==> config.mk <==
export PLATFORM = sky130hd
export DESIGN_NAME = dmem_arbiter_flat
export DESIGN_NICKNAME = d
export VERILOG_FILES = /design/src/rtl/dmem_arbiter_if.sv /design/src/rtl/dmem_arbiter.sv /design/src/flat_wrapper.sv
export SDC_FILE = /design/constraint.sdc
export NUM_CORES = 1
export LEC_CHECK = 0
export CAP_MARGIN = 10
export CORE_MARGIN = 2
export CORE_UTILIZATION = 37
export DETAILED_ROUTE_END_ITERATION = 8
export HOLD_SLACK_MARGIN = 0.05
export PLACE_DENSITY = 0.78
export SYNTH_ARGS = -nofsm -noshare
export SYNTH_HDL_FRONTEND = slang
export SYNTH_SLANG_ARGS = --single-unit
==> constraint.sdc <==
create_clock -name clk -period 2.37 [get_ports clk]
set_clock_uncertainty 0.2 [all_clocks]
set_input_delay 0.711 -clock clk [delete_from_list [all_inputs] [get_ports clk]]
set_output_delay 0.711 -clock clk [all_outputs]
set_load 0.005 [all_outputs]
==> src/rtl/dmem_arbiter_if.sv <==
// Bus bundle between the MEM stage and the aux requester, the data-RAM arbiter, and the RAM.
// slave = arbiter side, master = requesters plus RAM side.
interface dmem_arbiter_if #(
  parameter int ADDR_W = 30
);
  logic              mem_oe;
  logic              mem_wr;
  logic [31:0]       ma;
  logic [31:0]       mwd;
  logic [31:0]       mrd;
  logic              mem_stall;
  logic              aux_req;
  logic              aux_wr;
  logic [31:0]       aux_addr;
  logic [31:0]       aux_wdata;
  logic              aux_gnt;
  logic              aux_done;
  logic [31:0]       aux_rdata;
  logic              ram_en;
  logic              ram_we;
  logic [ADDR_W-1:0] ram_addr;
  logic [31:0]       ram_wdata;
  logic [31:0]       ram_rdata;

  modport slave (
    input  mem_oe, mem_wr, ma, mwd, aux_req, aux_wr, aux_addr, aux_wdata, ram_rdata,
    output mrd, mem_stall, aux_gnt, aux_done, aux_rdata, ram_en, ram_we, ram_addr, ram_wdata
  );

  modport master (
    output mem_oe, mem_wr, ma, mwd, aux_req, aux_wr, aux_addr, aux_wdata, ram_rdata,
    input  mrd, mem_stall, aux_gnt, aux_done, aux_rdata, ram_en, ram_we, ram_addr, ram_wdata
  );
endinterface

==> src/rtl/dmem_arbiter.sv <==
// Single-port data-RAM arbiter: MEM pipeline (priority) vs. aux loader port, fixed wait states.
// Optional anti-starvation guard for the aux port: define STARVE_GUARD_EN.
module dmem_arbiter #(
  parameter int WAIT_STATES  = 1,
  parameter int ADDR_W       = 30,
  parameter int STARVE_LIMIT = 8
) (
  input  logic          clk,
  input  logic          rst_n,
  dmem_arbiter_if.slave bus,
  output logic [2:0]    state_o
);
  localparam logic [2:0] IDLE   = 3'd0;
  localparam logic [2:0] P_ACC  = 3'd1;
  localparam logic [2:0] P_DONE = 3'd2;
  localparam logic [2:0] A_ACC  = 3'd3;
  localparam logic [2:0] A_DONE = 3'd4;
  localparam logic [3:0] WS     = 4'(WAIT_STATES);

  logic [2:0]        state_q, state_d;
  logic [3:0]        cnt_q, cnt_d;
  logic              ram_en_q, ram_en_d;
  logic              ram_we_q, ram_we_d;
  logic [ADDR_W-1:0] ram_addr_q, ram_addr_d;
  logic [31:0]       ram_wdata_q, ram_wdata_d;
  logic [31:0]       mrd_q, mrd_d;
  logic [31:0]       aux_rdata_q, aux_rdata_d;
  logic              pipe_req;
  logic              force_aux;
  logic              unused_addr_bits;

  assign pipe_req         = bus.mem_oe | bus.mem_wr;
  assign unused_addr_bits = &{1'b0, bus.ma[1:0], bus.aux_addr[1:0]};

`ifdef STARVE_GUARD_EN
  localparam int SW = $clog2(STARVE_LIMIT + 1);
  logic [SW-1:0] starve_q, starve_d;

  assign force_aux = bus.aux_req && (starve_q == SW'(STARVE_LIMIT));

  // Counts pipe grants made while aux waits; any aux grant or idle aux clears it.
  always_comb begin
    starve_d = starve_q;
    if (state_q == IDLE) begin
      if (!bus.aux_req)                starve_d = '0;
      else if (pipe_req && !force_aux) starve_d = starve_q + 1'b1;
      else                             starve_d = '0;
    end
  end

  always_ff @(posedge clk or negedge rst_n) begin
    if (!rst_n) starve_q <= '0;
    else        starve_q <= starve_d;
  end
`else
  localparam bit unused_starve_limit = (STARVE_LIMIT > 0);
  assign force_aux = 1'b0;
`endif

  // Handshake: requests are levels sampled only in IDLE; the pipeline holds its request
  // while mem_stall=1, aux holds until aux_done and must drop aux_req in that cycle.
  always_comb begin
    state_d     = state_q;
    cnt_d       = cnt_q;
    ram_en_d    = ram_en_q;
    ram_we_d    = ram_we_q;
    ram_addr_d  = ram_addr_q;
    ram_wdata_d = ram_wdata_q;
    mrd_d       = mrd_q;
    aux_rdata_d = aux_rdata_q;
    case (state_q)
      IDLE: begin
        if (pipe_req && !force_aux) begin
          state_d     = P_ACC;
          ram_en_d    = 1'b1;
          ram_we_d    = bus.mem_wr;
          ram_addr_d  = bus.ma[ADDR_W+1:2];
          ram_wdata_d = bus.mwd;
          cnt_d       = WS;
        end else if (bus.aux_req) begin
          state_d     = A_ACC;
          ram_en_d    = 1'b1;
          ram_we_d    = bus.aux_wr;
          ram_addr_d  = bus.aux_addr[ADDR_W+1:2];
          ram_wdata_d = bus.aux_wdata;
          cnt_d       = WS;
        end
      end
      P_ACC, A_ACC: begin
        if (cnt_q == 4'd0) begin
          ram_en_d = 1'b0;
          ram_we_d = 1'b0;
          if (!ram_we_q) begin
            if (state_q == P_ACC) mrd_d       = bus.ram_rdata;
            else                  aux_rdata_d = bus.ram_rdata;
          end
          state_d = (state_q == P_ACC) ? P_DONE : A_DONE;
        end else begin
          cnt_d = cnt_q - 4'd1;
        end
      end
      default: state_d = IDLE;
    endcase
  end

  always_ff @(posedge clk or negedge rst_n) begin
    if (!rst_n) begin
      state_q     <= IDLE;
      cnt_q       <= 4'd0;
      ram_en_q    <= 1'b0;
      ram_we_q    <= 1'b0;
      ram_addr_q  <= '0;
      ram_wdata_q <= 32'd0;
      mrd_q       <= 32'd0;
      aux_rdata_q <= 32'd0;
    end else begin
      state_q     <= state_d;
      cnt_q       <= cnt_d;
      ram_en_q    <= ram_en_d;
      ram_we_q    <= ram_we_d;
      ram_addr_q  <= ram_addr_d;
      ram_wdata_q <= ram_wdata_d;
      mrd_q       <= mrd_d;
      aux_rdata_q <= aux_rdata_d;
    end
  end

  // rst_n gate keeps the stall low while reset is held, even with a live request.
  assign bus.mem_stall = rst_n & pipe_req & (state_q != P_DONE);
  assign bus.mrd       = mrd_q;
  assign bus.aux_rdata = aux_rdata_q;
  assign bus.aux_gnt   = (state_q == A_ACC);
  assign bus.aux_done  = (state_q == A_DONE);
  assign bus.ram_en    = ram_en_q;
  assign bus.ram_we    = ram_we_q;
  assign bus.ram_addr  = ram_addr_q;
  assign bus.ram_wdata = ram_wdata_q;
  assign state_o       = state_q;
endmodule

==> src/flat_wrapper.sv <==
// flat-port wrapper written by rule: the top's interface ports become plain ports
module dmem_arbiter_flat 
#(
  parameter int WAIT_STATES  = 1,
  parameter int ADDR_W       = 30,
  parameter int STARVE_LIMIT = 8
)
  (clk, rst_n, state_o, bus_mem_oe, bus_mem_wr, bus_ma, bus_mwd, bus_aux_req, bus_aux_wr, bus_aux_addr, bus_aux_wdata, bus_ram_rdata, bus_mrd, bus_mem_stall, bus_aux_gnt, bus_aux_done, bus_aux_rdata, bus_ram_en, bus_ram_we, bus_ram_addr, bus_ram_wdata);
  dmem_arbiter_if #(.ADDR_W(ADDR_W)) bus_i ();
  input  logic clk;
  input  logic rst_n;
  output logic [2:0] state_o;
  input wire logic [$bits(bus_i.mem_oe)-1:0] bus_mem_oe;
  input wire logic [$bits(bus_i.mem_wr)-1:0] bus_mem_wr;
  input wire logic [$bits(bus_i.ma)-1:0] bus_ma;
  input wire logic [$bits(bus_i.mwd)-1:0] bus_mwd;
  input wire logic [$bits(bus_i.aux_req)-1:0] bus_aux_req;
  input wire logic [$bits(bus_i.aux_wr)-1:0] bus_aux_wr;
  input wire logic [$bits(bus_i.aux_addr)-1:0] bus_aux_addr;
  input wire logic [$bits(bus_i.aux_wdata)-1:0] bus_aux_wdata;
  input wire logic [$bits(bus_i.ram_rdata)-1:0] bus_ram_rdata;
  output wire logic [$bits(bus_i.mrd)-1:0] bus_mrd;
  output wire logic [$bits(bus_i.mem_stall)-1:0] bus_mem_stall;
  output wire logic [$bits(bus_i.aux_gnt)-1:0] bus_aux_gnt;
  output wire logic [$bits(bus_i.aux_done)-1:0] bus_aux_done;
  output wire logic [$bits(bus_i.aux_rdata)-1:0] bus_aux_rdata;
  output wire logic [$bits(bus_i.ram_en)-1:0] bus_ram_en;
  output wire logic [$bits(bus_i.ram_we)-1:0] bus_ram_we;
  output wire logic [$bits(bus_i.ram_addr)-1:0] bus_ram_addr;
  output wire logic [$bits(bus_i.ram_wdata)-1:0] bus_ram_wdata;
  assign bus_i.mem_oe = bus_mem_oe;
  assign bus_i.mem_wr = bus_mem_wr;
  assign bus_i.ma = bus_ma;
  assign bus_i.mwd = bus_mwd;
  assign bus_i.aux_req = bus_aux_req;
  assign bus_i.aux_wr = bus_aux_wr;
  assign bus_i.aux_addr = bus_aux_addr;
  assign bus_i.aux_wdata = bus_aux_wdata;
  assign bus_i.ram_rdata = bus_ram_rdata;
  assign bus_mrd = bus_i.mrd;
  assign bus_mem_stall = bus_i.mem_stall;
  assign bus_aux_gnt = bus_i.aux_gnt;
  assign bus_aux_done = bus_i.aux_done;
  assign bus_aux_rdata = bus_i.aux_rdata;
  assign bus_ram_en = bus_i.ram_en;
  assign bus_ram_we = bus_i.ram_we;
  assign bus_ram_addr = bus_i.ram_addr;
  assign bus_ram_wdata = bus_i.ram_wdata;
  dmem_arbiter #(.WAIT_STATES(WAIT_STATES), .ADDR_W(ADDR_W), .STARVE_LIMIT(STARVE_LIMIT)) u_core (.clk(clk), .rst_n(rst_n), .bus(bus_i), .state_o(state_o));
endmodule
# Yosys cells after proc, flatten, opt, wreduce, memory -nomap -nowiden
# Index checks and enable logic that the tools add are counted.
dict set report classes {
  addsub 1
  n_mul 0
  n_div 0
  order_cmp 0
  n_eq_ne 7
  n_shift 0
  n_mux 20
  bitwise 5
  n_reduce_logical 11
}
# cell n
set op_table {}
lappend op_table {{32-bit two-way mux} 2}
lappend op_table {{30-bit two-way mux} 2}
lappend op_table {{3-bit two-way mux} 4}
lappend op_table {{4-bit two-way mux} 3}
lappend op_table {{4-bit case mux with 2 select lines} 1}
lappend op_table {{4-bit AND reduction} 2}
lappend op_table {{3-bit by 2-bit inequality test with 1-bit output (second input constant)} 2}
lappend op_table {{3-bit case mux with 2 select lines} 1}
lappend op_table {{3-bit AND reduction} 2}
lappend op_table {{1-bit two-way mux} 5}
lappend op_table {{4-bit logical NOT} 1}
lappend op_table {{1-bit case mux with 2 select lines} 2}
lappend op_table {{2-bit AND reduction} 2}
lappend op_table {{2-bit nonzero test} 2}
lappend op_table {{4-bit by 1-bit subtractor with 4-bit output (second input constant)} 1}
lappend op_table {{3-bit by 1-bit equality test with 1-bit output (second input constant)} 1}
lappend op_table {{3-bit by 2-bit equality test with 1-bit output (second input constant)} 1}
lappend op_table {{3-bit equality test (second input constant)} 1}
lappend op_table {{3-bit logical NOT} 1}
lappend op_table {{1-bit AND} 2}
lappend op_table {{2-bit by 1-bit inequality test with 1-bit output (second input constant)} 1}
lappend op_table {{2-bit inequality test (second input constant)} 1}
lappend op_table {{1-bit NOT} 2}
lappend op_table {{2-bit OR reduction} 1}
lappend op_table {{1-bit OR} 1}
dict set report word_totals {
  regBits 135
  latchBits 0
  ram_bits 0
  mem_bits_ro 0
  inputBits 166
  output_inout_bits 134
  word_cells 52
  memories 0
}

# Depth between registers and ports, before layout
# Gate-level depths: netlist (run 1).
dict set report depth {
  ltp_word 4
  depth_mapped 8
  mapped_depth_nobuf 5
}

# Least setup slack after synthesis (run 1)
# OpenSTA, ideal clock, no wires.
dict set report synth_path {
  kind {register to register}
  startpoint {reg u_core.cnt_q[0]}
  endpoint {reg u_core.mrd_q[10] (netlist: u_core.bus.mrd[10])}
  setup_time_ps 125
  arrival_time_ps 2065
  t_required_ps 2045
  setup_slack_ps -20
  path_stages_with_launch 9
  path_buffers 3
  period_less_slack_ps 2390
  path_cell_list {dfrtp_1 inv_1 ha_1 or3b_4 buf_6 or4_4 buf_6 buf_12 mux2_4}
}
dict set report synth_via {
  elab_chain_cells 2
}
# item line_no
set synth_rtl {}
lappend synth_rtl {{from (decl)} dmem_arbiter.sv:21} ;# logic [3:0] cnt_q, cnt_d;
lappend synth_rtl {{from (signal assigned)} dmem_arbiter.sv:118} ;# cnt_q <= cnt_d;
lappend synth_rtl {{4-bit logical NOT} dmem_arbiter.sv:90} ;# if (cnt_q == 4'd0) begin
lappend synth_rtl {{4-bit AND reduction (no line)} -}
lappend synth_rtl {{to (signal assigned)} dmem_arbiter.sv:123} ;# mrd_q <= mrd_d;
lappend synth_rtl {{to (decl)} dmem_arbiter.sv:26} ;# logic [31:0] mrd_q, mrd_d;
# No other way between the ends.
# A chain may end at the register's enable or synchronous reset.

# Worst setup path after layout (run 1)
dict set report layout_path {
  startpoint {reg u_core.cnt_q[0]}
  endpoint {reg u_core.aux_rdata_q[6] (netlist: u_core.bus.aux_rdata[6])}
}
dict set report layout_via {
  elab_chain_cells 2
}
# item line_no
set layout_rtl {}
lappend layout_rtl {{4-bit logical NOT} dmem_arbiter.sv:90}
lappend layout_rtl {{4-bit AND reduction (no line)} -}
lappend layout_rtl {{to (signal assigned)} dmem_arbiter.sv:124} ;# aux_rdata_q <= aux_rdata_d;
lappend layout_rtl {{to (decl)} dmem_arbiter.sv:27} ;# logic [31:0] aux_rdata_q, aux_rdata_d;
# No other way between the ends.

==> impl_metrics.tcl, run 1 <==
set metrics [dict create \
    min_period_ps 2367 \
    vias 4956 \
    area_delta_synth_final_pct 67.57 \
    multi_input_comb_area_mm2 0.002376 \
    worstPathMaxFanout 8 \
    slew_violations 0 \
    stdcell_area_mm2 0.01001 \
    die-area_mm2 0.01717 \
    slew_headroom_pct 42.63 \
    ys_seq_elements 135 \
    first_pass_iters 4 \
    netlist.area_leader.share_pct 56.57 \
    synth_flop_cell "dfrtp_1" \
    hpwl_mm 13.03 \
    synth_fp_nets 633 \
    r2r_cells 6 \
    cts_tree "built" \
    period_share_pct 99.86 \
    wl_per_cell_um 17.54 \
    yosys.cell_count.top_type "dfrtp_1" \
    cp_slowest_cell "or4b_4" \
    final-setup-viol-count 0 \
    hold_path_depth 1 \
    antenna_found_initial 0 \
    cp_cell_sequence "inv_2, ha_1, or3b_4, or4b_4, buf_12, mux2_4" \
    grt_util_all_layers_pct 20.42 \
    hold_ws_ps 282.1 \
    max-clock-path-buffers 2 \
    nFillCells 1185 \
    nets 949 \
    place_inst 973 \
    final_cells 1010 \
    htree_levels 4 \
    core.rowCount 46 \
    critPathMaxStageDelay_ps 570 \
    final_util_pct 63.23 \
    cts_buffers 17 \
    fp.dieW_um 131.0 \
    synthesis.area_per_instance_um2 12.84 \
    die_h_um 131.0 \
    drc 0 \
    coreArea_mm2 0.01583 \
    clock_latency_ps 410 \
    worst_pin_slew_ps 860.5 \
    ys_seq_area_share_pct 56.57 \
    place_congestion 0.8077 \
    power.leakage_nw 4.263 \
    drtIter0Drc 164 \
    timing.fmax_mhz 422.5 \
    maxCapViolations 0 \
    hp-class "flop to flop" \
    setup_ws_ps 3.258 \
    pin_count 300 \
    preCtsSetupSlack_ps -466.4 \
    diodes 0 \
    start_kind "flop" \
    io_buffers 295 \
    grt_overflow 0 \
    crit_required_ps 2460 \
    synth_edf_count 0 \
    setup-tns-final_ps 0 \
    synthTopCellsByArea "dfrtp_1 (57%), o21ai_0 (11%), mux2i_1 (11%)" \
    synth_top_cells_by_count "dfrtp_1 (135), o21ai_0 (129), mux2i_1 (64)" \
    finalWirelength_mm 17.72 \
    status "finished, final reports clean" \
    peakVddDrop_uv 575.3 \
    clock_sinks 135 \
    clkSlewWorstSetupHoldPaths_ps 60 \
    grt_pass1_wl_mm 26.80 \
    power_mw 12.03 \
    hold_viol_final 0 \
    synth_top_area_cell "dfrtp_1" \
    start_util_pct 37.73 \
    dpl_cell_area_mm2 0.009323 \
    seq_area_mm2 0.003379 \
    worst_ep_arrival_time_ps 2460 \
    synth_cell_type_count 32 \
    grt_max_degree 70 \
    via_per_inst 4.907 \
    syn_area_mm2 0.005972 \
    worst-setup-path-type "flop to flop" \
    endpoint_kind "flop" \
    synth_warnings 0 \
    cts_root_buf "clkbuf_16" \
    grt_pass1_vias 5181 \
    synthCells 465 \
    ant_nets 0 \
    rsz0062_at_grt "true" \
    ys_async_sr_fraction_pct 100.0 \
    powerDensity_mw_per_mm2 1202 \
    drive_above_1_share_pct 18.89 \
]
## placed cells by master, fill, tap and decap left out, types with 5 or more instances in the layout
master and instances:
clkinv_4 5, clkdlybuf4s50_1 289, mux2_2 33, nand3_1 5
dfrtp_1 134, clkbuf_16 18, o21ai_0 128, buf_4 30
mux2_4 31, buf_12 7, mux2i_1 64
## cell families (layout without fill, tap and decap cells)
kind of cell / count (synthesis) / after routing / synth area share [%]
buf+inv: 40 / 369 / 4.044
mux: 128 / 128 / 24.68
simple gates: 25 / 25 / 2.766
flops: 135 / 135 / 56.57
fa+ha+maj: 2 / 2 / 0.4190
compound gates: 135 / 135 / 11.52
## worst max-delay path, delay by kind of cell (launching register included)
family	cells	cell delay, ps
simple gates	2	960
flops	1	400
mux	1	290
buf+inv	2	270
fa+ha+maj	1	140
## sequential cells by signal, summed over array words and instances (netlist names)
signal	flops
u_core.bus.mrd	32
u_core.bus.ram_addr	30
u_core.bus.ram_we	1
u_core.cnt_q	4
u_core.bus.ram_en	1
u_core.state_o	3
u_core.bus.ram_wdata	32
u_core.bus.aux_rdata	32
## routing by layer
layer  routed length [um]  global-route usage (%)
met5                    0                       0
met4                  529                   9.011
met3                 1679                   7.410
met2                 9047                   35.60
met1                 6462                   22.35
## power breakdown
part	switching, mW	total, mW	internal [mW]
registers	0.633	4.10	3.47
logic	1.88	5.25	3.36
clock network	1.01	2.68	1.67
## layout make-up
type	count	share of cell area, %
clock buffer	19	4.326
clock inverter	13	1.713
inverter	3	0.1125
multi-input combinational	290	23.74
sequential	135	33.77
tap	216	2.701
timing repair buffer	334	33.63
## timing repair
action | in CTS | in global routing
resized for setup | 10 | 7
buffers inserted | 2 | 1
setup endpoints to repair | 5 | 34
gates cloned | 1 | 1
hold buffers | 0 | 0
## path summary, 6_finish.rpt
| kind | start | to | slack [ps] |
|---|---|---|---|
| hold reg to reg | u_core.cnt_q[3] | u_core.cnt_q[3] | 280 |
| setup reg to reg | u_core.cnt_q[0] | u_core.bus.aux_rdata[6] | 3 |
| min in group asynchronous | rst_n | u_core.bus.aux_rdata[2] | 380 |
| setup / recovery | u_core.cnt_q[0] | u_core.bus.aux_rdata[6] | 3 |
| max in group asynchronous | rst_n | u_core.state_o[1] | 980 |
| hold / removal | u_core.cnt_q[3] | u_core.cnt_q[3] | 280 |
Note: power is estimated with default switching activity, not from simulation.
==> run 2, diff against run 1 <==
Settings changed: REMOVE_ABC_BUFFERS set to 1, SKIP_LAST_GASP set to 1.
==> run 2 against run 1 <==
Net effect: the run now ends with negative setup slack left; final cell count increased by 0.30%; sequential cell count is the same; sequential share of layout area barely moved; non-clock buffer count up 3; cell area is essentially flat; critical path depth stayed put.
==> impl_metrics.tcl, run 2 (synthesis results as in run 1) <==
set metrics [dict create \
    status "complete, but fails checks" \
    violations "negative setup slack" \
    r2r-start "u_core.cnt_q[0]" \
    power.leakage_nw 4.286 \
    dpl_cell_area_mm2 0.009303 \
    vias 5096 \
    r2r_cells 6 \
    preCtsSetupSlack_ps -502.9 \
    drc 0 \
    p_seq_share_pct 34.2 \
    clock_sinks 135 \
    place_congestion 0.7946 \
    worst_pin_slew_ps 797.7 \
    final_common_cell "clkdlybuf4s50_1" \
    cts_buffers 17 \
    p_int_mw 8.411 \
    worstPathMaxFanout 8 \
    multi_input_comb_area_mm2 0.002374 \
    hold_viol_final 0 \
    die-area_mm2 0.01717 \
    endpoint_kind "flop" \
    timing.fmax_mhz 409.5 \
    pwr-share-comb_pct 44.3 \
    period_share_pct 103.0 \
    pwr-share-clk_pct 21.6 \
    wl_per_cell_um 18.64 \
    start_kind "flop" \
    finalWirelength_mm 18.89 \
    setup_ws_ps -71.96 \
    p_sw_share_pct 30.20 \
    peakVddDrop_uv 544.4 \
    worst_ep_arrival_time_ps 2530 \
    critPathMaxStageDelay_ps 630 \
    nFillCells 1162 \
    cp_slowest_cell "or4b_4" \
    power.switching_mw 3.639 \
    fp.dieW_um 131.0 \
    seq_area_mm2 0.003381 \
    via_per_inst 5.031 \
    final_cell_mix "clkdlybuf4s50_1 (288), dfrtp_1 (133), o21ai_0 (128), mux2i_1 (64)" \
    crit_required_ps 2460 \
    powerDensity_mw_per_mm2 1203 \
    rsz0062_at_grt "true" \
    ant_nets 0 \
    antenna_found_initial 0 \
    max-clock-path-buffers 2 \
    slew_violations 0 \
    clkSlewWorstSetupHoldPaths_ps 60 \
    htree_levels 4 \
    start_util_pct 37.73 \
    grt_pass1_vias 5270 \
    regToRegEndpoint "u_core.bus.aux_rdata[26]" \
    drtIter0Drc 209 \
    min_period_ps 2442 \
    stdcell_area_mm2 0.01001 \
    cts_tree "built" \
    diodes 0 \
    clock_latency_ps 410 \
    final-setup-viol-count 29 \
    maxCapViolations 0 \
    grt_pass1_wl_mm 27.66 \
    rrSetupSlack_ps -70 \
    hpwl_mm 13.76 \
    io_buffers 295 \
    nets 952 \
    cp_cell_sequence "inv_2, ha_1, or3b_4, or4b_4, clkbuf_16, mux2_2" \
    core.rowCount 46 \
    pin_count 300 \
    cts_root_buf "clkbuf_16" \
    worst-setup-path-type "flop to flop" \
    first_pass_iters 6 \
    slew_headroom_pct 46.82 \
    hp-class "input pin to asynchronous set/reset pin" \
    grt_max_degree 67 \
    die_h_um 131.0 \
    grt_overflow 0 \
    area_delta_synth_final_pct 67.69 \
    coreArea_mm2 0.01583 \
    grt_util_all_layers_pct 21.15 \
    drive_above_1_share_pct 19.20 \
]
run 2: cell count changes in the layout (fill, tap and decap cells not counted), sizes merged:
cell | previous run | this run
clkdlybuf4s50 | 289 | 288
bufinv | 3 | 2
dlymetal6s2s | 2 | 3
buf | 40 | 42
clkbuf | 21 | 20
inv | 5 | 7
dlygate4sd2 | 1 | 2
run 2: repair_timing:
| action | 4_1_cts | 5_1_grt |
|---|---|---|
| buffers inserted | 4 | 3 |
| hold buffers | 0 | 0 |
| endpoints found under the setup margin | 7 | 60 |
| gates cloned | 1 | 2 |
| resized for setup | 9 | 8 |
| pin swaps | 0 | 1 |
run 2: metrics by stage:
step / utilization [%] / cells / hold WS [ps] / power (mW) / TNS (ps)
finish: 63.27 / 1013 / 88.33 / 12.05 / -597.5
global route: 63.27 / 1013 / 71.79 / 12.80 / -1741
CTS: 62.77 / 1008 / 76.08 / 12.05 / -1502
detailed placement: 58.77 / 972 / 264.5 / 9.373 / -7570
global placement: 58.77 / 972 / 257.3 / 9.141 / -6077
floorplan: - / 428 / 215.4 / 5.923 / -205700
run 2: metal layers:
| metal | GRT usage, % | wire length (um) | up-vias | part of all wire [%] |
|---|---|---|---|---|
| li1 | - | - | 2313 | - |
| met1 | 23.97 | 6919 | 2464 | 37 |
| met2 | 35.63 | 9420 | 276 | 50 |
| met3 | 7.818 | 1900 | 43 | 10 |
| met4 | 9.637 | 646 | 0 | 3.4 |
| met5 | 0 | 0 | - | 0 |
run 2: worst max path at each step:
stage / start / end / slack, ps / cells after the start
finish: u_core.cnt_q[0] / u_core.bus.aux_rdata[26] / -70 / 6
global route: u_core.cnt_q[0] / u_core.bus.aux_rdata[26] / -90 / 6
CTS: bus_mem_oe / bus_mem_stall / -110 / 4
detailed placement: bus_mem_wr / bus_mem_stall / -500 / 4
global placement: bus_mem_wr / bus_mem_stall / -460 / 4
floorplan: bus_mem_oe / u_core.bus.ram_addr[0] / -2910 / 3
run 2: area by class of cell:
cell class | instances | area share, %
well taps | 216 | 2.699
clock inverters | 14 | 1.499
repair buffers | 337 | 33.95
multi-input cells | 290 | 23.70
flip-flops and latches | 135 | 33.76
clock buffers | 18 | 4.285
inverters | 3 | 0.1124
run 2: power by group through the flow:
stage	clock network (mW)	logic, mW	registers [mW]
3_5_place_dp	0	5.23	4.14
5_1_grt	2.77	5.79	4.24
4_1_cts	2.64	5.31	4.10
6_report	2.60	5.34	4.11
3_3_place_gp	0	5.09	4.05
2_1_floorplan	0	1.78	4.15
run 2: worst max-delay path, delay by kind of cell, from the launching register on:
kind                     cells  cell delay (ps)
buffers and inverters        2              280
adder cells (fa/ha/maj)      1              120
flip-flops                   1              390
AND/OR/NAND/NOR              2             1020
multiplexers                 1              310
